File: src/rtl/dadda_mac_pipe.sv
// Pipelined unsigned multiply-add/accumulate: a*b+m (or a*b+acc) via a Dadda tree.
// Optional macro DADDA_MAC_SAT_EN clamps accumulate overflow to all-ones instead of wrapping.
module dadda_mac_pipe #(
  parameter int WIDTH  = 8,
  parameter int STAGES = 2
) (
  input  logic                 clk,
  input  logic                 rst_n,
  input  logic                 in_valid,
  output logic                 in_ready,
  input  logic [WIDTH-1:0]     a,
  input  logic [WIDTH-1:0]     b,
  input  logic [2*WIDTH-1:0]   m,
  input  logic [1:0]           mode,
  output logic                 out_valid,
  input  logic                 out_ready,
  output logic [2*WIDTH:0]     res
);

  localparam int NC = 2*WIDTH + 1;
  localparam int H  = WIDTH + 1;
  localparam int P  = (STAGES > 1) ? STAGES - 1 : 1;

  typedef logic [NC-1:0][H-1:0] mat_t;

  function automatic int dadda_d(input int i);
    int d;
    d = 2;
    for (int k = 0; k < i; k++) d = (d * 3) / 2;
    return d;
  endfunction

  function automatic int num_steps(input int hmax);
    int n;
    n = 0;
    for (int k = 0; k < 16; k++) if (dadda_d(k) < hmax) n = k + 1;
    return n;
  endfunction

  localparam int L = num_steps(H);

  function automatic int init_h(input int c);
    int cnt;
    cnt = 0;
    for (int i = 0; i < WIDTH; i++) if (c - i >= 0 && c - i < WIDTH) cnt++;
    if (c < 2*WIDTH) cnt++;
    return cnt;
  endfunction

  // Column layout: partial products first, addend bit on top.
  function automatic mat_t build_pp(input logic [WIDTH-1:0] fa, input logic [WIDTH-1:0] fb,
                                    input logic [2*WIDTH-1:0] fm);
    mat_t mo;
    int   r;
    mo = '0;
    for (int c = 0; c < NC; c++) begin
      r = 0;
      for (int i = 0; i < WIDTH; i++) begin
        if (c - i >= 0 && c - i < WIDTH) begin
          mo[c][r] = fa[c-i] & fb[i];
          r++;
        end
      end
      if (c < 2*WIDTH) mo[c][r] = fm[c];
    end
    return mo;
  endfunction

  // Runs the full Dadda height schedule but only commits the steps owned by stage stg,
  // so every stage shares one description and heights stay parameter-derived.
  function automatic mat_t reduce(input mat_t mi, input int stg);
    mat_t cur, nxt;
    int   h [NC];
    int   pos [NC+1];
    int   d, ex, nfa, nha, idx;
    logic x, y, z;
    cur = mi;
    for (int c = 0; c < NC; c++) h[c] = init_h(c);
    for (int s = 0; s < L; s++) begin
      d   = dadda_d(L - 1 - s);
      nxt = '0;
      for (int c = 0; c <= NC; c++) pos[c] = 0;
      for (int c = 0; c < NC; c++) begin
        ex  = h[c] + pos[c] - d;
        nfa = 0;
        nha = 0;
        if (ex > 0) begin
          nfa = ex / 2;
          if (3 * nfa > h[c]) nfa = h[c] / 3;
          if ((ex - 2 * nfa > 0) && (h[c] - 3 * nfa >= 2)) nha = 1;
        end
        idx = 0;
        for (int k = 0; k < H; k++) begin
          if (k < nfa) begin
            x = cur[c][idx]; y = cur[c][idx+1]; z = cur[c][idx+2];
            if (pos[c] < H) nxt[c][pos[c]] = x ^ y ^ z;
            pos[c]++;
            if (c + 1 < NC && pos[c+1] < H) nxt[c+1][pos[c+1]] = (x & y) | (x & z) | (y & z);
            pos[c+1]++;
            idx += 3;
          end
        end
        if (nha == 1) begin
          x = cur[c][idx]; y = cur[c][idx+1];
          if (pos[c] < H) nxt[c][pos[c]] = x ^ y;
          pos[c]++;
          if (c + 1 < NC && pos[c+1] < H) nxt[c+1][pos[c+1]] = x & y;
          pos[c+1]++;
          idx += 2;
        end
        for (int k = 0; k < H; k++) begin
          if (k >= idx && k < h[c]) begin
            if (pos[c] < H) nxt[c][pos[c]] = cur[c][k];
            pos[c]++;
          end
        end
      end
      if ((s * P) / L == stg) cur = nxt;
      for (int c = 0; c < NC; c++) h[c] = pos[c];
    end
    return cur;
  endfunction

  function automatic logic [NC-1:0] sum_rows(input mat_t mi);
    logic [NC-1:0] acc, row;
    acc = '0;
    for (int r = 0; r < H; r++) begin
      for (int c = 0; c < NC; c++) row[c] = mi[c][r];
      acc = acc + row;
    end
    return acc;
  endfunction

  logic [2*WIDTH-1:0] w_m_eff;
  mat_t               w_mat0;
  mat_t               w_red [P];
  mat_t               r_mat [P];
  logic [P-1:0]       r_vld;
  logic [1:0]         r_mode [P];
  mat_t               w_fin_mat;
  logic               w_fin_vld;
  logic [1:0]         w_fin_mode;
  logic [NC-1:0]      w_sum;
  logic [NC:0]        w_ext;
  logic [NC-1:0]      w_res;
  logic [NC-1:0]      r_acc;

  assign in_ready = !out_valid || out_ready;

  // Accumulate mode adds acc in the final stage, so the tree only sees m in other modes.
  always_comb begin
    w_m_eff = '0;
    if (mode == 2'd1) w_m_eff = '0;
    else              w_m_eff = m;
    w_mat0   = build_pp(a, b, w_m_eff);
    w_red[0] = reduce(w_mat0, 0);
    for (int k = 1; k < P; k++) w_red[k] = reduce(r_mat[k-1], k);
  end

  generate
    if (STAGES > 1) begin : g_piped
      assign w_fin_mat  = r_mat[STAGES-2];
      assign w_fin_vld  = r_vld[STAGES-2];
      assign w_fin_mode = r_mode[STAGES-2];
    end else begin : g_flat
      assign w_fin_mat  = w_red[0];
      assign w_fin_vld  = in_valid;
      assign w_fin_mode = mode;
    end
  endgenerate

  // Final stage: carry-propagate add of the reduced rows, plus acc for accumulate.
  always_comb begin
    w_sum = sum_rows(w_fin_mat);
    w_ext = {1'b0, w_sum} + {1'b0, r_acc};
    if (w_fin_mode == 2'd1) begin
`ifdef DADDA_MAC_SAT_EN
      if (w_ext[NC]) w_res = {NC{1'b1}};
      else           w_res = w_ext[NC-1:0];
`else
      w_res = w_ext[NC-1:0];
`endif
    end else begin
      w_res = w_sum;
    end
  end

  // Tree stage registers advance together whenever the pipeline is not stalled.
  always_ff @(posedge clk or negedge rst_n) begin
    if (!rst_n) begin
      for (int k = 0; k < P; k++) begin
        r_vld[k]  <= 1'b0;
        r_mat[k]  <= '0;
        r_mode[k] <= 2'b00;
      end
    end else if (in_ready) begin
      r_vld[0]  <= in_valid;
      r_mat[0]  <= w_red[0];
      r_mode[0] <= mode;
      for (int k = 1; k < P; k++) begin
        r_vld[k]  <= r_vld[k-1];
        r_mat[k]  <= w_red[k];
        r_mode[k] <= r_mode[k-1];
      end
    end
  end

  // Output register and accumulator load on the same edge so accumulate ops chain.
  always_ff @(posedge clk or negedge rst_n) begin
    if (!rst_n) begin
      out_valid <= 1'b0;
      res       <= '0;
      r_acc     <= '0;
    end else if (in_ready) begin
      out_valid <= w_fin_vld;
      if (w_fin_vld) begin
        res <= w_res;
        if (w_fin_mode == 2'd1 || w_fin_mode == 2'd2) r_acc <= w_res;
      end
    end
  end

endmodule
File: config.mk
export PLATFORM = sky130hd
export DESIGN_NAME = dadda_mac_pipe
export DESIGN_NICKNAME = d
export VERILOG_FILES = /design/src/rtl/dadda_mac_pipe.sv
export SDC_FILE = /design/constraint.sdc
export NUM_CORES = 1
export LEC_CHECK = 0
export BUFFER_PORTS_ARGS = -buffer_cell sky130_fd_sc_hd__buf_2
export CAP_MARGIN = 20
export CORE_AREA = 2 2 138 86
export DETAILED_ROUTE_END_ITERATION = 8
export DIE_AREA = 0 0 140 88
export HOLD_SLACK_MARGIN = 0.08
export PLACE_DENSITY = 0.77
export SYNTH_ARGS = -nofsm -noshare
export SYNTH_HDL_FRONTEND = slang
export SYNTH_SLANG_ARGS = --single-unit
File: constraint.sdc
create_clock -name clk -period 3.65 [get_ports clk]
set_input_delay 0.1825 -clock clk [delete_from_list [all_inputs] [get_ports clk]]
set_output_delay 0.1825 -clock clk [all_outputs]
set_load 0.01 [all_outputs]
# Word level (Yosys, flattened, before mapping)

Index checks and enable logic that the tools add are counted.

Bits of input ports: 38
Memory bits (read-only): 0
Output and inout bits: 19
Latch bits: 0
Bits in writable memories: 0
Memories kept: 0
Bits in registers: 70

Multipliers: 0
$lt $le $gt $ge: 0
Add/sub/neg operators: 2
Divide/modulo/power cells: 0
Shift operators: 0
Bitwise logic cells: 416
Mux-type cells: 2
Eq/ne operators: 3
Reduce and logical (&&, ||, !) cells: 5

Operator list:

| kind                                                                   | number |
|---|---|
| 1-bit AND                                                              | 216 |
| 1-bit bitwise XOR                                                      | 104 |
| 1-bit OR                                                               | 96 |
| 16-bit by 16-bit adder with 17-bit output                              | 1 |
| 17-bit adder                                                           | 1 |
| 17-bit 2-to-1 mux                                                      | 1 |
| 16-bit 2-to-1 mux                                                      | 1 |
| 2-bit by 1-bit equality test with 1-bit output (second input constant) | 2 |
| 3-bit AND reduction                                                    | 1 |
| 2-bit equality test (second input constant)                            | 1 |
| 1-bit logical OR                                                       | 2 |
| 2-bit AND reduction                                                    | 1 |
| 1-bit logical NOT                                                      | 1 |

# Longest topological paths before layout

Gate-level depths: netlist of the first run.

Depth in word-level cells: 13
Depth in mapped cells: 17

# Least setup slack after synthesis of the first run

OpenSTA, ideal clock, no wires.

Path type: reg2reg
From: reg r_mat[0] (netlist bit)
To: reg r_acc[15]
Slack: -4 ps
Stages on the path, launching flop included: 17
Setup time: 77 ps
Data arrival time: 3,576 ps
Cells stage by stage: dfrtp_1 ha_1 fa_1 a21oi_1 o211ai_1 a21oi_1 o21ai_0 xor2_1 ha_1 a21oi_1 o21ai_1 a221o_1 a31oi_1 o21ai_1 xnor2_1 a221o_1 a21oi_1

Longest elaborated chain between the ends: 3

RTL lines:

| element                                       | line | source |
|---|---|---|
| from (decl)                                   | 137  | `mat_t r_mat [P];` |
| from (signal, indexed assignment)             | 202  | `r_mat[k] <= w_red[k];` |
| 16-bit by 16-bit adder with 17-bit output (*) | 129  | `acc = acc + row;` |
| 17-bit adder                                  | 175  | `w_ext = {1'b0, w_sum} + {1'b0, r_acc};` |
| 17-bit 2-to-1 mux (*)                         | 176  | `if (w_fin_mode == 2'd1) begin` |
| to (signal assigned)                          | 218  | `if (w_fin_mode == 2'd1 \|\| w_fin_mode == 2'd2) r_acc <= w_res;` |
| to (decl)                                     | 146  | `logic [NC-1:0] r_acc;` |

Every way passes the cells marked *; elsewhere a longest branch is shown, timed or not.
A chain may end at the register's enable or synchronous reset.

# Final worst setup path of the first run

From: reg r_mat[36] (netlist bit)
To: reg r_acc[16]

The elaborated chain is that of the path after synthesis.

==> run metrics, run 1 <==
CTS tree=done; max frequency=270 MHz; First-pass DRT Iterations=9; # rows=30; first-pass GRT wire length=24.4 mm; dpl ws=-0.146 ns; Mapped Area=5990 um2; sequential share of the synthesized area=29.3%; share of cells above drive strength 1=22.1%; combinational share of power=71.2%; Mapped Cells=663; total gr overflow=0; crit path launch type=flip-flop; placed insts=872; H-tree levels=3; Total Routing Usage GR=25.0%; via count=5066; WHS=0.157 ns; synth unique cells=55; Root Driver=clkbuf_16; DRC=2; share of the core filled with cells=66.0%; slew margin rel.=42.4%; cell taking the most area after synthesis=dfrtp_1; number of port buffers=56; share of synthesized registers carrying an async set or reset=100%; worst skew pair latency=0.34 ns; flop2flop setup slack=-0.05 ns; Starting Density=54.1%; PD cells=1070 nW/um2; placed cell areas=6560 um2; Cell Count, Final, Fillers Out=910; largest net degree at the start of global routing=39; DRT iter0 DRCs=391; final clock skew=0.00591 ns; Top FF cell, synth=dfrtp_1; commonest non-fill, non-tap cell in the layout=nand2_1; Final Cell Area=7310 um2; synth warn=0; number of diodes=0; Final Cycle Share=101%; final slew viol count=0; vias in the first global route=5056; Worst-path clk slew=0.06 ns; Worst Tran Pin Value=0.864 ns; top cell type's share of synthesized area=29.3%; final hold viol count=0; Int Pwr=4.31 mW; status=finished with violations; Sw Pwr=3.50 mW; most frequent cells in the layout=nand2_1 (151), dfrtp_1 (70), and2_1 (58); max_cap viols=0; GPL Wtd Cong=0.885; worst-path maximum fanout=4; Post-synth EDFFs=0; leakage power=3.61 nW; final wirelength=15.2 mm; crit path DAT=3.90 ns; failing checks=DRC, setup timing; Peak VDD IR=0.706 mV; HPWL after DPL=11.1 mm; Final setup viols=4; endpoint type of the worst setup path=flip-flop; Core Footprint=11100 um2; Detail Route Antenna Nets=0; # nets final=891; Longest Clk Path Bufs=2; worst min path class=primary input to flip-flop; unrepaired setup endpoints after global routing=true; largest cells by area after synthesis=dfrtp_1 (29%), fa_1 (17%), nand2_1 (9.5%); CP required=3.85 ns; Sequential Power Share=16.3%; clock sink total=70; Avg Cell Area, Syn=9.03 um2; I/O Pins=57; die area=12300 um2; Die Ht=88 um; Yosys reg bits=70; drt via density=5.57; min cycle time layout=3.70 ns; Inserted Clock Buffers=9; average wire per standard cell=16.7 um; Area Overhead vs Synth=22.1%; die width=140 um; Syn Nets=793; initial antenna violation count=0; setup TNS=-0.160 ns; switching part of the total=44.8%; Pwr Total=7.80 mW; PnR worst setup slack=-0.0481 ns; Clock power frac=12.5%; Setup CP Type=flip-flop to flip-flop
-- sequential cells by signal, summed over array words and instances (netlist names) --
name,count
r_mat,32
r_acc,17
res,17
r_mode,2
out_valid,1
r_vld,1
-- kinds of logic (layout without fill, tap and decap cells) --
logic type | Yosys count | count (layout) | share of synthesized area [%]
compound gates | 125 | 125 | 13.2
flops | 70 | 70 | 29.3
xor+xnor | 29 | 29 | 4.37
fa+ha+maj | 92 | 92 | 25.5
mux | 13 | 13 | 2.22
simple gates | 263 | 263 | 20.3
buf+inv | 71 | 174 | 5.10
-- cells in the mapped netlist, types with 3 or more instances --
cell,instances
o21a_1,4
nor2b_1,5
nor2_1,19
a31oi_1,8
fa_1,50
a21o_1,8
mux2i_1,11
dfrtp_1,70
a21oi_1,37
clkbuf_8,3
o31ai_1,3
clkbuf_1,12
a211oi_1,3
ha_1,42
xor2_1,9
nor3_1,5
nand3_1,8
a22o_1,4
nand4_1,3
o21ai_0,15
xnor2_1,19
nand2_1,151
and2_1,60
nand2b_1,4
o21ai_1,23
o211ai_1,4
inv_1,51
-- power groups by stage --
stage / logic (mW) / registers (mW) / clock network, mW
detailed placement: 4.41 / 1.27 / 0
global placement: 4.21 / 1.25 / 0
floorplan: 3.15 / 1.27 / 0
global route: 6.06 / 1.30 / 1.02
finish: 5.56 / 1.27 / 0.978
CTS: 4.69 / 1.26 / 0.988
-- area by class of cell --
type | instances | area, um2
multi-input combinational | 522 | 4170
sequential | 70 | 1750
inverter | 52 | 195
timing repair buffer | 106 | 681
fill | 845 | 3760
tap | 144 | 180
clock inverter | 3 | 65.1
clock buffer | 13 | 270
-- metal layers --
metal	vias to the layer above	share of wire (%)	GRT usage (%)
li1	2372	-	-
met2	179	48	41.7
met1	2490	44	34.3
met5	-	0	0
met4	0	1.3	5.51
met3	25	6.7	5.41
-- worst max-delay path, cell delays in order (launching register included) --
cell      delay, ns
dfrtp_1        0.39
ha_1           0.33
nand2_2        0.08
or3b_4         0.42
and3_4         0.20
o221ai_1       0.16
a21oi_1        0.11
xnor2_1        0.25
ha_1           0.33
a21o_1         0.20
a22o_1         0.23
a31oi_4        0.21
a31oi_4        0.14
buf_4          0.15
o21a_1         0.15
o32ai_1        0.13
a31oi_1        0.07
-- what timing repair did --
item | CTS | global route
hold buffers | 7 | 0
setup buffers | 2 | 13
gates resized for setup | 14 | 32
endpoints found under the hold margin | 43 | 0
pin swaps | 9 | 20
setup endpoints to repair | 10 | 16
-- path summary, 6_finish.rpt --
check | cells after the start | to | startpoint
worst max register to register | 16 | r_acc[16] | r_mat[36]
worst max-delay path | 16 | r_acc[16] | r_mat[36]
worst min register to register | 2 | res[7] | res[7]
worst min-delay path | 4 | r_mat[127] | out_ready
min in group asynchronous | 2 | res[1] | rst_n
max in group asynchronous | 3 | r_acc[10] | rst_n
No activity file was read; power rests on OpenSTA's default activity.
==> run 2: changes to the inputs <==
- ABC_AREA: not set -> 1
- CORE_AREA: 2 2 138 86 -> 2 2 142 89
- DIE_AREA: 0 0 140 88 -> 0 0 144 91
- PLACE_DENSITY: 0.77 -> 0.76
- REMOVE_ABC_BUFFERS: not set -> 1
==> run 2 against run 1 <==
Effect of this change:
- sequential power barely moved
- highest routed layer unchanged
- final area down 2.5%
- combinational power is 30% lower
- non-clock buffer count decreased by 42
- maximum frequency rose by 13%
- synthesized cell count is 34% higher
- sequential cell count stayed put
- critical path type unchanged
- the flow now finishes without violations
==> run metrics, run 2 <==
HPWL after DPL=12.0 mm (+8.2%); final clock skew=0.00669 ns (+0.000778 ns); slew margin rel.=38.5% (-3.8 points); final wirelength=15.3 mm (+1.3%); Final setup viols=0 (-4); area of the multi-input gates=3880 um2 (-6.8%); Die Ht=91 um (+3.4%); crit-path most repeated cell=nand2_1; status=complete, no violations; Yosys reg bits=70 (unchanged); Mapped Cells=889 (+34%); share of cells above drive strength 1=9.39% (-13 points); largest registers=r_mat x32, r_acc x17, res x17; max incr delay on CP=0.42 ns (about the same); Avg Cell Area, Syn=7.15 um2 (-21%); Top delay family on crit path=simple AND/OR/NAND/NOR gates; WHS=0.0908 ns (-0.0666 ns); Longest Clk Path Bufs=2 (unchanged); Buf/Inv on CP=1 (unchanged); commonest non-fill, non-tap cell in the layout=nand2_1; Worst-path clk slew=0.06 ns (about the same); Mapped Area=6360 um2 (+6.2%); # rows=31 (+3.3%); max_cap viols=0 (unchanged); total gr overflow=0 (unchanged); post-synthesis mux area share=0% (-2.2 points); post-synthesis compound-gate area fraction=5.78% (-7.4 points); top cell type's share of synthesized area=27.5% (-1.7 points); max frequency=306 MHz (+13%); drt via density=5.00 (-10%); Root Driver=clkbuf_16; DRT iter0 DRCs=466 (+19%); area share of fa/ha/maj cells after synthesis=24.0% (-1.5 points); largest cells by area after synthesis=dfrtp_1 (28%), nand2_1 (19%), fa_1 (16%); clock sink total=70 (unchanged); DRC=0 (-2); number of diodes=0 (unchanged); endpoint type of the worst setup path=flip-flop; largest net degree at the start of global routing=44 (+13%); post-synthesis simple-gate area fraction=29.5% (+9.2 points); Synth top cells by count=nand2_1 (328), inv_1 (153), nand3_1 (71), dfrtp_1 (70), fa_1 (50); Reg area=1750 um2 (unchanged); PD cells=868 nW/um2 (-19%); First-pass DRT Iterations=6 (-3); Total Routing Usage GR=26.0% (+0.99 points); Pwr Total=6.19 mW (-21%); top-count cell post-synth=nand2_1; synth unique cells=35 (-36%); crit path launch type=flip-flop; synth warn=0 (unchanged); crit path DAT=3.48 ns (-0.42 ns); share of synthesized registers carrying an async set or reset=100% (unchanged); I/O Pins=57 (unchanged); H-tree levels=3 (unchanged); flop2flop setup slack=0.39 ns (+0.43 ns); CP required=3.87 ns (+0.02 ns); Final Cell Area=7130 um2 (-2.5%); GPL Wtd Cong=0.966 (+9.2%); vias in the first global route=5502 (+8.8%); Biggest register=r_mat; cell taking the most area after synthesis=dfrtp_1; placed cell areas=6740 um2 (+2.7%); share of the core filled with cells=60.7% (-5.4 points); most frequent cells in the layout=nand2_1 (328), inv_1 (153), nand3_1 (71); sequential share of the synthesized area=27.5% (-1.7 points); min cycle time layout=3.26 ns (-0.435 ns); unrepaired setup endpoints after global routing=false; Area Overhead vs Synth=12.1%; Starting Density=54.1% (about the same); setup TNS=0 ns (+0.160 ns); post-cts sizing count=0 (-14); first-pass GRT wire length=26.6 mm (+8.8%); worst skew pair latency=0.34 ns (about the same); final hold viol count=0 (unchanged); Inserted Clock Buffers=9 (unchanged); via count=5514 (+8.8%); number of port buffers=56 (unchanged); die area=13100 um2 (+6.4%); worst-path cell chain=ha_1, fa_1, nand2_1, nand2_1, nand4_1, nand2_1, xor2_1, ha_1, nand2_1, inv_1, a21oi_1, nand2_2, a21oi_2, or2_0, nand3_1, nand3_1, nand2_1; CTS tree=done; leakage power=4.28 nW (+18%); CP max stage cell=fa_1; Peak VDD IR=0.420 mV (-41%); worst-path maximum fanout=4 (unchanged); post-synthesis xor/xnor area fraction=1.79% (-2.6 points); Post-synth EDFFs=0 (unchanged); Worst Tran Pin Value=0.916 ns (+0.0520 ns); final slew viol count=0 (unchanged); max FFs per register=32 (unchanged); # nets final=1062 (+19%); post-CTS setup buffer count=0 (-2); Core Footprint=11800 um2 (+6.1%); Top FF cell, synth=dfrtp_1; average wire per standard cell=13.9 um (-16%); die width=144 um (+2.9%); Fill cells=1084 (+28%); Detail Route Antenna Nets=0 (unchanged); Final Cycle Share=89.4% (-12 points); initial antenna violation count=0 (unchanged); worst min path class=primary input to flip-flop; Setup CP Type=flip-flop to flip-flop; main combinational cell family by area after synthesis=simple AND/OR/NAND/NOR gates
[run 2: changes by cell type after synthesis, moves of 8 or more]
cell	delta
o21ai_1	-21
o21ai_0	+8
nand2_1	+177
nor2_1	+26
xnor2_1	-15
mux2i_1	-11
nand3_1	+63
inv_1	+102
clkbuf_1	+8
and2_1	-59
a21oi_1	-10
[run 2: path summary, 6_finish.rpt]
| kind | endpoint | cells after the start | startpoint |
|---|---|---|---|
| setup / recovery | res[12] | 17 | r_mat[0] |
| hold / removal | r_mat[10] | 3 | m[1] |
| setup reg to reg | res[12] | 17 | r_mat[0] |
| hold reg to reg | res[7] | 2 | res[7] |
| max in group asynchronous | r_acc[15] | 3 | rst_n |
| min in group asynchronous | r_mat[19] | 2 | rst_n |
[run 2: report_power, final]
group	switching, mW	internal (mW)	total, mW
combinational	2.48	1.41	3.89
sequential	0.177	1.08	1.25
clock	0.344	0.705	1.05
[run 2: layer usage]
metal / wire length (um) / GRT usage, %
met5: 0 / 0
met4: 103 / 4.82
met3: 1230 / 6.28
met2: 6110 / 36.4
met1: 7910 / 40.8
[run 2: worst reg2reg max path, cell delays in order, from the launching register on]
cell and delay (ns):
dfrtp_1 0.38, ha_1 0.26, fa_1 0.42, nand2_1 0.08, nand2_1 0.09, nand4_1 0.09, nand2_1 0.14, xor2_1 0.26
ha_1 0.32, nand2_1 0.16, inv_1 0.05, a21oi_1 0.16, nand2_2 0.15, a21oi_2 0.16, or2_0 0.12, nand3_1 0.09
nand3_1 0.14, nand2_1 0.07
[run 2: what timing repair did]
item | in CTS | in global routing
hold endpoints to repair | 29 | 0
hold buffers | 3 | 0
endpoints found under the setup margin | 0 | 0
[run 2: logic make-up after synthesis]
group           count (synthesis)
buf+inv                       187
simple gates                  461
xor+xnor                       13
fa+ha+maj                      92
flops                          70
compound gates                 66
[run 2: final cells by class]
cell class / instances / share of cell area (%)
Multi-Input combinational cell: 632 / 54.5
Sequential cell: 70 / 24.6
Inverter: 155 / 8.16
Timing Repair Buffer: 64 / 4.88
Clock buffer: 11 / 3.55
Tap cell: 165 / 2.90
Clock inverter: 5 / 1.47
[run 2: metrics by stage]
step           std cells  setup slack, ns
2_1_floorplan        857            0.867
3_3_place_gp        1083            0.512
5_1_grt             1102          0.00699
4_1_cts             1102            0.451
3_5_place_dp        1083            0.479
6_report            1102            0.387
==> run 3: changes to the inputs <==
- CTS_BUF_LIST: not set -> sky130_fd_sc_hd__clkbuf_16
- RECOVER_POWER: not set -> 100
==> run 3 against run 2 <==
Effect of this change:
- clock skew decreased by 0.00086 ns
- sequential power hardly changed
- register-to-register slack worse by 0.07 ns
- sequential cell count is the same
- total power fell by 1.4%
- maximum frequency decreased by 2.1%
- global-route usage is essentially flat
- worst setup slack lost 0.070 ns
- largest cell class unchanged
==> run metrics, run 3 (same netlist as run 2, synthesis figures left out) <==
status=complete, no violations; largest registers=r_mat x32, r_acc x17, res x17; GPL Wtd Cong=0.966 (unchanged); placed cell areas=6740 um2 (unchanged); Core Footprint=11800 um2 (unchanged); total gr overflow=0 (unchanged); Final Cell Area=7070 um2 (-0.90%); Total Routing Usage GR=26.0% (+0.034 points); number of diodes=0 (unchanged); worst min path class=primary input to flip-flop; leakage power=4.20 nW (-1.9%); I/O Pins=57 (unchanged); H-tree levels=3 (unchanged); final wirelength=15.4 mm (+0.19%); clock sink total=70 (unchanged); drt via density=5.00 (-0.13%); # rows=31 (unchanged); die width=144 um (unchanged); Starting Density=54.1% (unchanged); final hold viol count=0 (unchanged); unrepaired setup endpoints after global routing=false; min cycle time layout=3.33 ns (+0.0698 ns); PD cells=864 nW/um2 (-0.50%); final clock skew=0.00582 ns (-0.000864 ns); final slew viol count=0 (unchanged); worst skew pair latency=0.34 ns (about the same); most frequent cells in the layout=nand2_1 (329), inv_1 (154), nand3_1 (71); max frequency=300 MHz (-2.1%); commonest non-fill, non-tap cell in the layout=nand2_1; max FFs per register=32 (unchanged); first-pass GRT wire length=26.6 mm (+0.15%); Detail Route Antenna Nets=0 (unchanged); Worst Tran Pin Value=1.48 ns (+0.562 ns); worst-path maximum fanout=4 (unchanged); Area Overhead vs Synth=11.1%; CTS tree=done; Peak VDD IR=0.414 mV (-1.6%); average wire per standard cell=14.0 um (+0.19%); Die Ht=91 um (unchanged); post-CTS setup buffer count=0 (unchanged); via count=5507 (-0.13%); DRC=0 (unchanged); share of the core filled with cells=60.1% (-0.54 points); largest net degree at the start of global routing=44 (unchanged); # nets final=1062 (unchanged); Setup CP Type=flip-flop to flip-flop; share of cells above drive strength 1=6.40% (-3.0 points); setup TNS=0 ns (unchanged); Longest Clk Path Bufs=2 (unchanged); Final Cycle Share=91.3% (+1.9 points); CP required=3.87 ns (about the same); crit path DAT=3.55 ns (+0.07 ns); vias in the first global route=5503 (+0.018%); Final setup viols=0 (unchanged); max_cap viols=0 (unchanged); initial antenna violation count=0 (unchanged); number of port buffers=56 (unchanged); Worst-path clk slew=0.06 ns (about the same); HPWL after DPL=12.0 mm (unchanged); crit path launch type=flip-flop; die area=13100 um2 (unchanged); DRT iter0 DRCs=539 (+16%); flop2flop setup slack=0.32 ns (-0.07 ns); Root Driver=clkbuf_16; First-pass DRT Iterations=6 (unchanged); slew margin rel.=1.45% (-37 points); Pwr Total=6.10 mW (-1.4%); Biggest register=r_mat; Inserted Clock Buffers=9 (unchanged); endpoint type of the worst setup path=flip-flop
==> run 3: critical path, stage by stage (launching register included) <==
cell and delay (ns):
dfrtp_1 0.38, ha_1 0.26, fa_1 0.42, nand2_1 0.08, nand2_1 0.09, nand4_1 0.09
nand2_1 0.14, xor2_1 0.25, ha_1 0.32, nand2_1 0.15, inv_1 0.05, a21oi_1 0.13
nand2_1 0.20, a21oi_1 0.21, or2_0 0.13, nand3_1 0.09, nand3_1 0.14, nand2_1 0.07
==> run 3: worst paths after layout <==
path | endpoint | cells after the start | start
max | res[12] | 17 | r_mat[0]
min | r_mat[10] | 3 | m[1]
max reg2reg | res[12] | 17 | r_mat[0]
min reg2reg | res[14] | 2 | res[14]
max in group asynchronous | r_acc[15] | 3 | rst_n
min in group asynchronous | r_mat[19] | 2 | rst_n
==> run 3: per-layer routing <==
layer / global-route usage [%] / up-vias / part of all wire, %
met4: 4.82 / 0 / 0.91
met1: 40.8 / 2549 / 51
met3: 6.28 / 20 / 7.6
met5: 0 / - / 0
met2: 36.5 / 150 / 40
li1: - / 2788 / -
==> run 3: metrics by stage <==
stage,instances,setup WS (ns),hold WS (ns)
after floorplan,857,0.867,-0.113
after global placement,1083,0.512,0.227
after detailed placement,1083,0.479,0.232
after CTS,1102,0.451,0.0882
after global routing,1102,0.00560,0.106
final,1102,0.317,0.0864
==> run 3: timing repair <==
action                    4_1_cts  5_1_grt
hold endpoints to repair       29        0
hold buffers                    3        0
resized for setup               0        0
==> run 3: layout make-up <==
cell class | count | area, um2
Inverter | 155 | 582
Sequential cell | 70 | 1750
Fill cell | 1096 | 4690
Timing Repair Buffer | 64 | 317
Clock buffer | 9 | 225
Multi-Input combinational cell | 632 | 3870
Tap cell | 165 | 206
Clock inverter | 7 | 113
==> run 3: power breakdown <==
| group | switching [mW] | internal [mW] |
|---|---|---|
| Sequential | 0.181 | 1.08 |
| Combinational | 2.47 | 1.37 |
| Clock | 0.346 | 0.663 |
| Total | 2.99 | 3.11 |
